`src/rtl/tdm_pkg.sv`:
```
// Shared types and constants for the 8-slot TDM receive demultiplexer.
package tdm_pkg;

  localparam int TDM_LANES = 8;
  localparam int TDM_SEL_W = 3;

  typedef enum logic {HUNT, RUN} tdm_state_t;

  // Pick lane k out of a one-bit-per-lane frame.
  function automatic logic lane_slice(input logic [TDM_LANES-1:0] frame, input int unsigned k);
    return frame[k[TDM_SEL_W-1:0]];
  endfunction

endpackage

```
`src/rtl/tdm_slot_counter.sv`:
```
// Slot index counter: clear, load-to-1 on frame start, increment with natural wrap.
module tdm_slot_counter
  import tdm_pkg::*;
#(
  parameter int LANES = TDM_LANES,
  parameter int SEL_W = $clog2(LANES)
) (
  input  logic             clk,
  input  logic             rst,
  input  logic             clr,
  input  logic             load1,
  input  logic             inc,
  output logic [SEL_W-1:0] count,
  output logic             last
);

  logic [SEL_W-1:0] count_reg;

  always_ff @(posedge clk) begin
    if (rst || clr)
      count_reg <= '0;
    else if (load1)
      count_reg <= SEL_W'(1);
    else if (inc)
      count_reg <= count_reg + SEL_W'(1);
  end

  assign count = count_reg;
  assign last  = (count_reg == SEL_W'(LANES - 1));

endmodule

```
`src/rtl/tdm_demux_1x8.sv`:
```
// TDM receive demultiplexer: serial slot stream in, one parallel frame per 8 slots out.
// Optional per-lane write strobe output enabled by TDM_DEMUX_LANE_STROBE_EN.
module tdm_demux_1x8
  import tdm_pkg::*;
#(
  parameter int LANES = TDM_LANES,
  parameter int WIDTH = 1,
  parameter int SEL_W = $clog2(LANES)
) (
  input  logic                   clk,
  input  logic                   rst,
  input  logic                   in_valid,
  input  logic [WIDTH-1:0]       in_data,
  input  logic                   in_sync,
  output logic [LANES*WIDTH-1:0] out,
  output logic                   out_valid,
  output logic [SEL_W-1:0]       slot,
  output logic                   locked,
  output logic                   sync_err
`ifdef TDM_DEMUX_LANE_STROBE_EN
  , output logic [LANES-1:0]     lane_we
`endif
);

  tdm_state_t state_reg, state_next;

  logic [WIDTH-1:0]       staging_reg [LANES];
  logic [WIDTH-1:0]       staging_next [LANES];
  logic [LANES*WIDTH-1:0] frame_next;
  logic [LANES*WIDTH-1:0] out_reg;
  logic                   out_valid_reg;
  logic                   sync_err_reg;

  logic [SEL_W-1:0] slot_cnt;
  logic             slot_last;
  logic             wr_en, cnt_load1, cnt_inc, cnt_clr, complete, err;
  logic [SEL_W-1:0] wr_lane;
  logic [LANES-1:0] lane_hit;

  tdm_slot_counter #(.LANES(LANES), .SEL_W(SEL_W)) u_slot_counter (
    .clk   (clk),
    .rst   (rst),
    .clr   (cnt_clr),
    .load1 (cnt_load1),
    .inc   (cnt_inc),
    .count (slot_cnt),
    .last  (slot_last)
  );

  always_ff @(posedge clk) begin
    if (rst)
      state_reg <= HUNT;
    else
      state_reg <= state_next;
  end

  always_comb begin
    state_next = state_reg;
    if (in_valid) begin
      case (state_reg)
        HUNT:    if (in_sync) state_next = RUN;
        RUN:     if (!in_sync && slot_cnt == '0) state_next = HUNT;
        default: state_next = HUNT;
      endcase
    end
  end

  // A sync always starts a frame at lane 0; it is an error only if a frame was in progress.
  always_comb begin
    wr_en     = 1'b0;
    wr_lane   = '0;
    cnt_load1 = 1'b0;
    cnt_inc   = 1'b0;
    cnt_clr   = 1'b0;
    complete  = 1'b0;
    err       = 1'b0;
    if (in_valid) begin
      if (in_sync) begin
        wr_en     = 1'b1;
        cnt_load1 = 1'b1;
        err       = (state_reg == RUN) && (slot_cnt != '0);
      end else if (state_reg == RUN) begin
        if (slot_cnt == '0) begin
          err     = 1'b1;
          cnt_clr = 1'b1;
        end else begin
          wr_en    = 1'b1;
          wr_lane  = slot_cnt;
          cnt_inc  = 1'b1;
          complete = slot_last;
        end
      end
    end
  end

  genvar gi;
  generate
    for (gi = 0; gi < LANES; gi++) begin : g_lane
      assign lane_hit[gi]     = wr_en && (wr_lane == SEL_W'(gi));
      assign staging_next[gi] = lane_hit[gi] ? in_data : staging_reg[gi];
      assign frame_next[gi*WIDTH +: WIDTH] = staging_next[gi];
    end
  endgenerate

  // frame_next already carries the final lane, so a completing edge latches it directly.
  always_ff @(posedge clk) begin
    if (rst) begin
      staging_reg   <= '{default: '0};
      out_reg       <= '0;
      out_valid_reg <= 1'b0;
      sync_err_reg  <= 1'b0;
    end else begin
      staging_reg   <= staging_next;
      out_valid_reg <= complete;
      sync_err_reg  <= err;
      if (complete)
        out_reg <= frame_next;
    end
  end

  assign out       = out_reg;
  assign out_valid = out_valid_reg;
  assign sync_err  = sync_err_reg;
  assign slot      = slot_cnt;
  assign locked    = (state_reg == RUN);

`ifdef TDM_DEMUX_LANE_STROBE_EN
  logic [LANES-1:0] lane_we_reg;

  always_ff @(posedge clk) begin
    if (rst)
      lane_we_reg <= '0;
    else
      lane_we_reg <= lane_hit;
  end

  assign lane_we = lane_we_reg;
`endif

endmodule

```
`config.mk`:
```
export PLATFORM = sky130hd
export DESIGN_NAME = tdm_demux_1x8
export DESIGN_NICKNAME = d
export VERILOG_FILES = /design/src/rtl/tdm_pkg.sv /design/src/rtl/tdm_slot_counter.sv /design/src/rtl/tdm_demux_1x8.sv
export SDC_FILE = /design/constraint.sdc
export NUM_CORES = 1
export LEC_CHECK = 0
export CORE_ASPECT_RATIO = 1.1
export CORE_MARGIN = 2
export CORE_UTILIZATION = 50
export DETAILED_ROUTE_END_ITERATION = 6
export GPL_TIMING_DRIVEN = 0
export PLACE_DENSITY = 0.81
export SLEW_MARGIN = 10
export SYNTH_ARGS = -nofsm -noshare
export SYNTH_HDL_FRONTEND = slang
export SYNTH_SLANG_ARGS = --single-unit
```
`constraint.sdc`:
```
create_clock -name clk -period 2.3 [get_ports clk]
set_clock_uncertainty 0.15 [all_clocks]
set_input_delay 0.46 -clock clk [delete_from_list [all_inputs] [get_ports clk]]
set_output_delay 0.46 -clock clk [all_outputs]
set_load 0.05 [all_outputs]
```
## Yosys cells after proc, flatten, opt, wreduce, memory -nomap -nowiden

Cells that the tools add are included.

- Register bits after elaboration: 22
- Input port bits: 5
- Output and inout bits: 14

- Mux-type cells: 33
- Add/subtract/negate cells: 1
- Reduce and logical (&&, ||, !) cells: 18
- Equality and inequality tests: 8
- Bitwise gates (word level): 2

Operators with widths:

| kind | count |
|---|---|
| $mux 1 | 28 |
| $eq 3x3->1 const B | 5 |
| $mux 3 | 4 |
| $logic_and 1x1->1 | 10 |
| $eq 3x2->1 const B | 2 |
| $logic_not 3->1 | 2 |
| $reduce_or 2->1 | 2 |
| $add 3x1->3 const B | 1 |
| $eq 3x1->1 const B | 1 |
| $reduce_bool 3->1 | 1 |
| $not 1->1 | 2 |
| $pmux 1 s2 | 1 |
| $reduce_bool 2->1 | 1 |
| $logic_not 1->1 | 1 |
| $logic_or 1x1->1 | 1 |

## Longest topological paths before layout

- Depth in word-level cells: 8
- Mapped depth: 7

## Cells and area by module

Synthesis repeated with hierarchy kept, for this count alone.

- Cells, all modules: 105
- Area, all modules: 1018.5 um2

By module, submodules not included:

| module | instances | cells an instance | area each (um2) | seq. area each (um2) |
|---|---|---|---|---|
| tdm_demux_1x8 | 1 | 93 | 880.8 | 380.4 |
| tdm_slot_counter | 1 | 12 | 137.6 | 60.1 |

## Worst setup path after synthesis

No wires, ideal clock.

- Kind: register to register
- Start: register u_slot_counter.count_reg[1] (netlist: u_slot_counter.count[1])
- End: register out_reg[0] (netlist: out[0])
- Data required time: 2.031 ns
- Arrival time: 2.057 ns
- Cell stages (with the launch flop): 8
- Path buffers: 1
- Slack: -0.027 ns
- Period minus slack after synthesis: 2.327 ns
- Setup time: 0.119 ns
- Path through: dfxtp_1 clkbuf_1 inv_1 ha_1 nor2b_2 or3_4 a211oi_2 nor4_1

- Longest elaborated chain between the ends: 8
- Elaborated cells between the ends (all ways): 17

Ends and longest elaborated chain:

| item | line | text |
|---|---|---|
| start, declared | tdm_slot_counter.sv:17 | `logic [SEL_W-1:0] count_reg;` |
| start signal, assigned | tdm_slot_counter.sv:25 | `count_reg <= count_reg + SEL_W'(1);` |
| $logic_not 3->1 | tdm_demux_1x8.sv:83 | `if (slot_cnt == '0) begin` |
| $mux 3 | tdm_demux_1x8.sv:83 |  |
| $mux 3 | tdm_demux_1x8.sv:82 | `end else if (state_reg == RUN) begin` |
| $mux 3 | tdm_demux_1x8.sv:78 | `if (in_sync) begin` |
| $mux 3 | tdm_demux_1x8.sv:77 | `if (in_valid) begin` |
| $logic_not 3->1 | tdm_demux_1x8.sv:99 | `assign lane_hit[gi] = wr_en && (wr_lane == SEL_W'(gi));` |
| $logic_and 1x1->1 | tdm_demux_1x8.sv:99 |  |
| $mux 1 | tdm_demux_1x8.sv:100 | `assign staging_next[gi] = lane_hit[gi] ? in_data : staging_reg[gi];` |
| end signal, assigned | tdm_demux_1x8.sv:117 | `out_reg <= frame_next;` |
| end, declared | tdm_demux_1x8.sv:30 | `logic [LANES*WIDTH-1:0] out_reg;` |

Several ways; a longest one is shown, not always the timed one.
A chain may end at the register's enable or synchronous reset.

## Worst setup path in the final report

- Start: register u_slot_counter.count_reg[0] (netlist: u_slot_counter.count[0])
- End: output port slot[0]

RTL lines:

| item | line | text |
|---|---|---|
| end, declared | tdm_demux_1x8.sv:17 | `output logic [SEL_W-1:0] slot,` |

No word-level cell between the ends.

==> flow_summary.json <==
{
  "grt_setup_unrepaired": "false",
  "use_met1_pct": 25.2,
  "cts_resized": 1,
  "globalplace.congestion": 0.837,
  "crit_path_end_kind": "primary output",
  "fmax_ghz": 0.460,
  "most-common-layout-cells": "nor2_1, dfxtp_1, clkdlybuf4s50_1, a211oi_1",
  "max-slew-margin-rel_pct": 66.1,
  "period_needed_ns": 2.18,
  "critPathTopFamily": "buffers and inverters",
  "initial_core_util_pct": 52.6,
  "final.setup.tns_ns": 0,
  "setup.worst_path.end": "slot[0]",
  "post_drt_wl_per_cell_um": 12.5,
  "drv_slew": 0,
  "critPathMaxFanout": 9,
  "core_um2": 2000,
  "grt_busiest_layer": "met2",
  "ff2ff_path_depth": 7,
  "port_buffers": 15,
  "diodes": 0,
  "cts_root_buffer": "clkbuf_4",
  "regToRegStartpoint": "u_slot_counter.count[1]",
  "ir_drop_uv": 437,
  "setup-violations-final": 0,
  "synth-edff-count": 0,
  "grt_start_max_net_pins": 13,
  "place_area_um2": 1240,
  "numCtsBuffers": 3,
  "area_growth_pct": 21.2,
  "power_density_nw_per_um2": 521,
  "yosys_warnings": 0,
  "synth_area_um2": 1050,
  "cp.arrival_ns": 1.57,
  "firstDrtPassIters": 4,
  "grt_pass1_wl_um": 3620,
  "dp_hpwl_um": 1540,
  "grt_pass1_vias": 852,
  "drive_gt1_share_pct": 13.2,
  "outcome": "complete, no violations",
  "tritoncts": "built",
  "fin_crit_sh_pct": 94.6,
  "nets": 145,
  "io_pins": 19,
  "worst_hold_path_type": "flip-flop to flip-flop",
  "crit_path_start": "u_slot_counter.count[0]",
  "cts.path.max_buffers": 2,
  "cts-hold-fix-buffers": 0,
  "synth_area_per_cell_um2": 8.99,
  "ys_types": 35,
  "antenna_found_initial": 0,
  "critPathLaunchType": "flip-flop",
  "fin_util_pct": 63.8,
  "gr-usage-all-layers_pct": 19.5,
  "r2r-end": "out[0]",
  "syn_inst": 117,
  "h-tree-depth": 1,
  "hold_viol": 0,
  "required_ns": 1.69,
  "ys_async_sr_fraction_pct": 0,
  "clk_pin_slew_ns": 0.12,
  "clk_latency_ns": 0.30,
  "p_leak_nw": 0.504,
  "via_per_inst": 5.52,
  "worst-path-buf-inv": 1,
  "path_depth": 1,
  "met2_usage_pct": 32.7,
  "dp.cells": 160,
  "worst_pin_slew_ns": 0.508,
  "fp.dieArea_um2": 2490,
  "fillers": 182,
  "crit_chain": "clkdlybuf4s50_1",
  "r2r_slack_ns": 0.17,
  "seq_area_frac_synth_pct": 41.9,
  "die_w_um": 47.7,
  "cts.sinks": 22,
  "rows": 17,
  "drv_cap": 0,
  "die_y_um": 52.1,
  "fin_area_um2": 1270,
  "drc": 0,
  "ys_ff_latch": 22,
  "cpPeakStageDelay_ns": 0.83,
  "vias": 906,
  "synth-main-ff-cell": "dfxtp_1",
  "fin_cells": 164,
  "grt.overflow.total": 0,
  "whs_ns": 0.356,
  "slowest_stage": "clkdlybuf4s50_1",
  "grt_use_met3_pct": 2.78,
  "drt_wl_total_um": 2060,
  "cts_setup_buffers": 0,
  "drtIter0Drc": 18,
  "syn_nets": 125,
  "drtAntennaViolNets": 0,
  "worstSetupPathType": "flip-flop to primary output"
}
==> logic make-up after synthesis <==
kind of cell | count (synthesis) | synth area share [%]
AND/OR/NAND/NOR | 53 | 27.6
flip-flops | 22 | 41.9
AO/OA/AOI/OAI | 20 | 14.4
buffers and inverters | 12 | 6.06
multiplexers | 6 | 5.71
adder cells (fa/ha/maj) | 3 | 3.57
XOR/XNOR | 1 | 0.832
==> routing by layer <==
| layer | routed length (um) | up-vias | share of wire [%] |
|---|---|---|---|
| met1 | 903 | 429 | 44 |
| met2 | 1060 | 20 | 51 |
| met5 | 0 | - | 0 |
| met3 | 73 | 5 | 3.6 |
| li1 | - | 452 | - |
| met4 | 23 | 0 | 1.1 |
==> final cells by class <==
class | count | area [um2] | share of cell area (%)
multi-input combinational | 83 | 548 | 43.0
sequential | 22 | 443 | 34.7
timing repair buffer | 15 | 149 | 11.7
buffer | 10 | 56.3 | 4.42
clock buffer | 4 | 36.3 | 2.85
tap | 28 | 35.0 | 2.75
inverter | 2 | 7.51 | 0.589
==> metrics by stage <==
step	total power [mW]	setup WS (ns)
floorplan	0.448	0.137
global placement	0.464	0.231
detailed placement	0.466	0.201
CTS	0.669	0.119
global route	0.696	0.00755
finish	0.664	0.125
==> synth_stat cells, types with 2 or more instances <==
cell type,instances,share of area (%)
a21oi_1,4,1.9
buf_2,3,1.4
nor4_1,2,1.2
nand2b_1,3,1.8
o21ai_0,2,0.95
ha_1,3,3.6
nand4_1,5,3.0
mux2i_1,6,5.7
a211oi_1,7,5.0
o21ai_1,2,0.95
nand2_1,4,1.4
inv_1,2,0.71
clkbuf_1,4,1.4
nor3_1,6,2.9
nand3_1,3,1.4
buf_4,2,1.4
nor2_1,20,7.1
dfxtp_1,22,42
==> power by group <==
group	total (mW)	switching, mW	internal [mW]
clock network	0.207	0.110	0.0963
logic	0.0655	0.0434	0.0222
registers	0.392	0.00694	0.385
total	0.664	0.161	0.503
==> how the worst min path moves through the flow <==
stage                   start                      end  depth (start not counted)
3_5_place_dp   staging_reg[1]           staging_reg[1]                          2
6_report               out[3]                   out[3]                          2
4_1_cts              in_valid  u_slot_counter.count[0]                          3
3_3_place_gp   staging_reg[6]           staging_reg[6]                          2
2_1_floorplan  staging_reg[6]           staging_reg[6]                          2
5_1_grt                out[1]                   out[1]                          2
No activity file was read; power rests on OpenSTA's default activity.
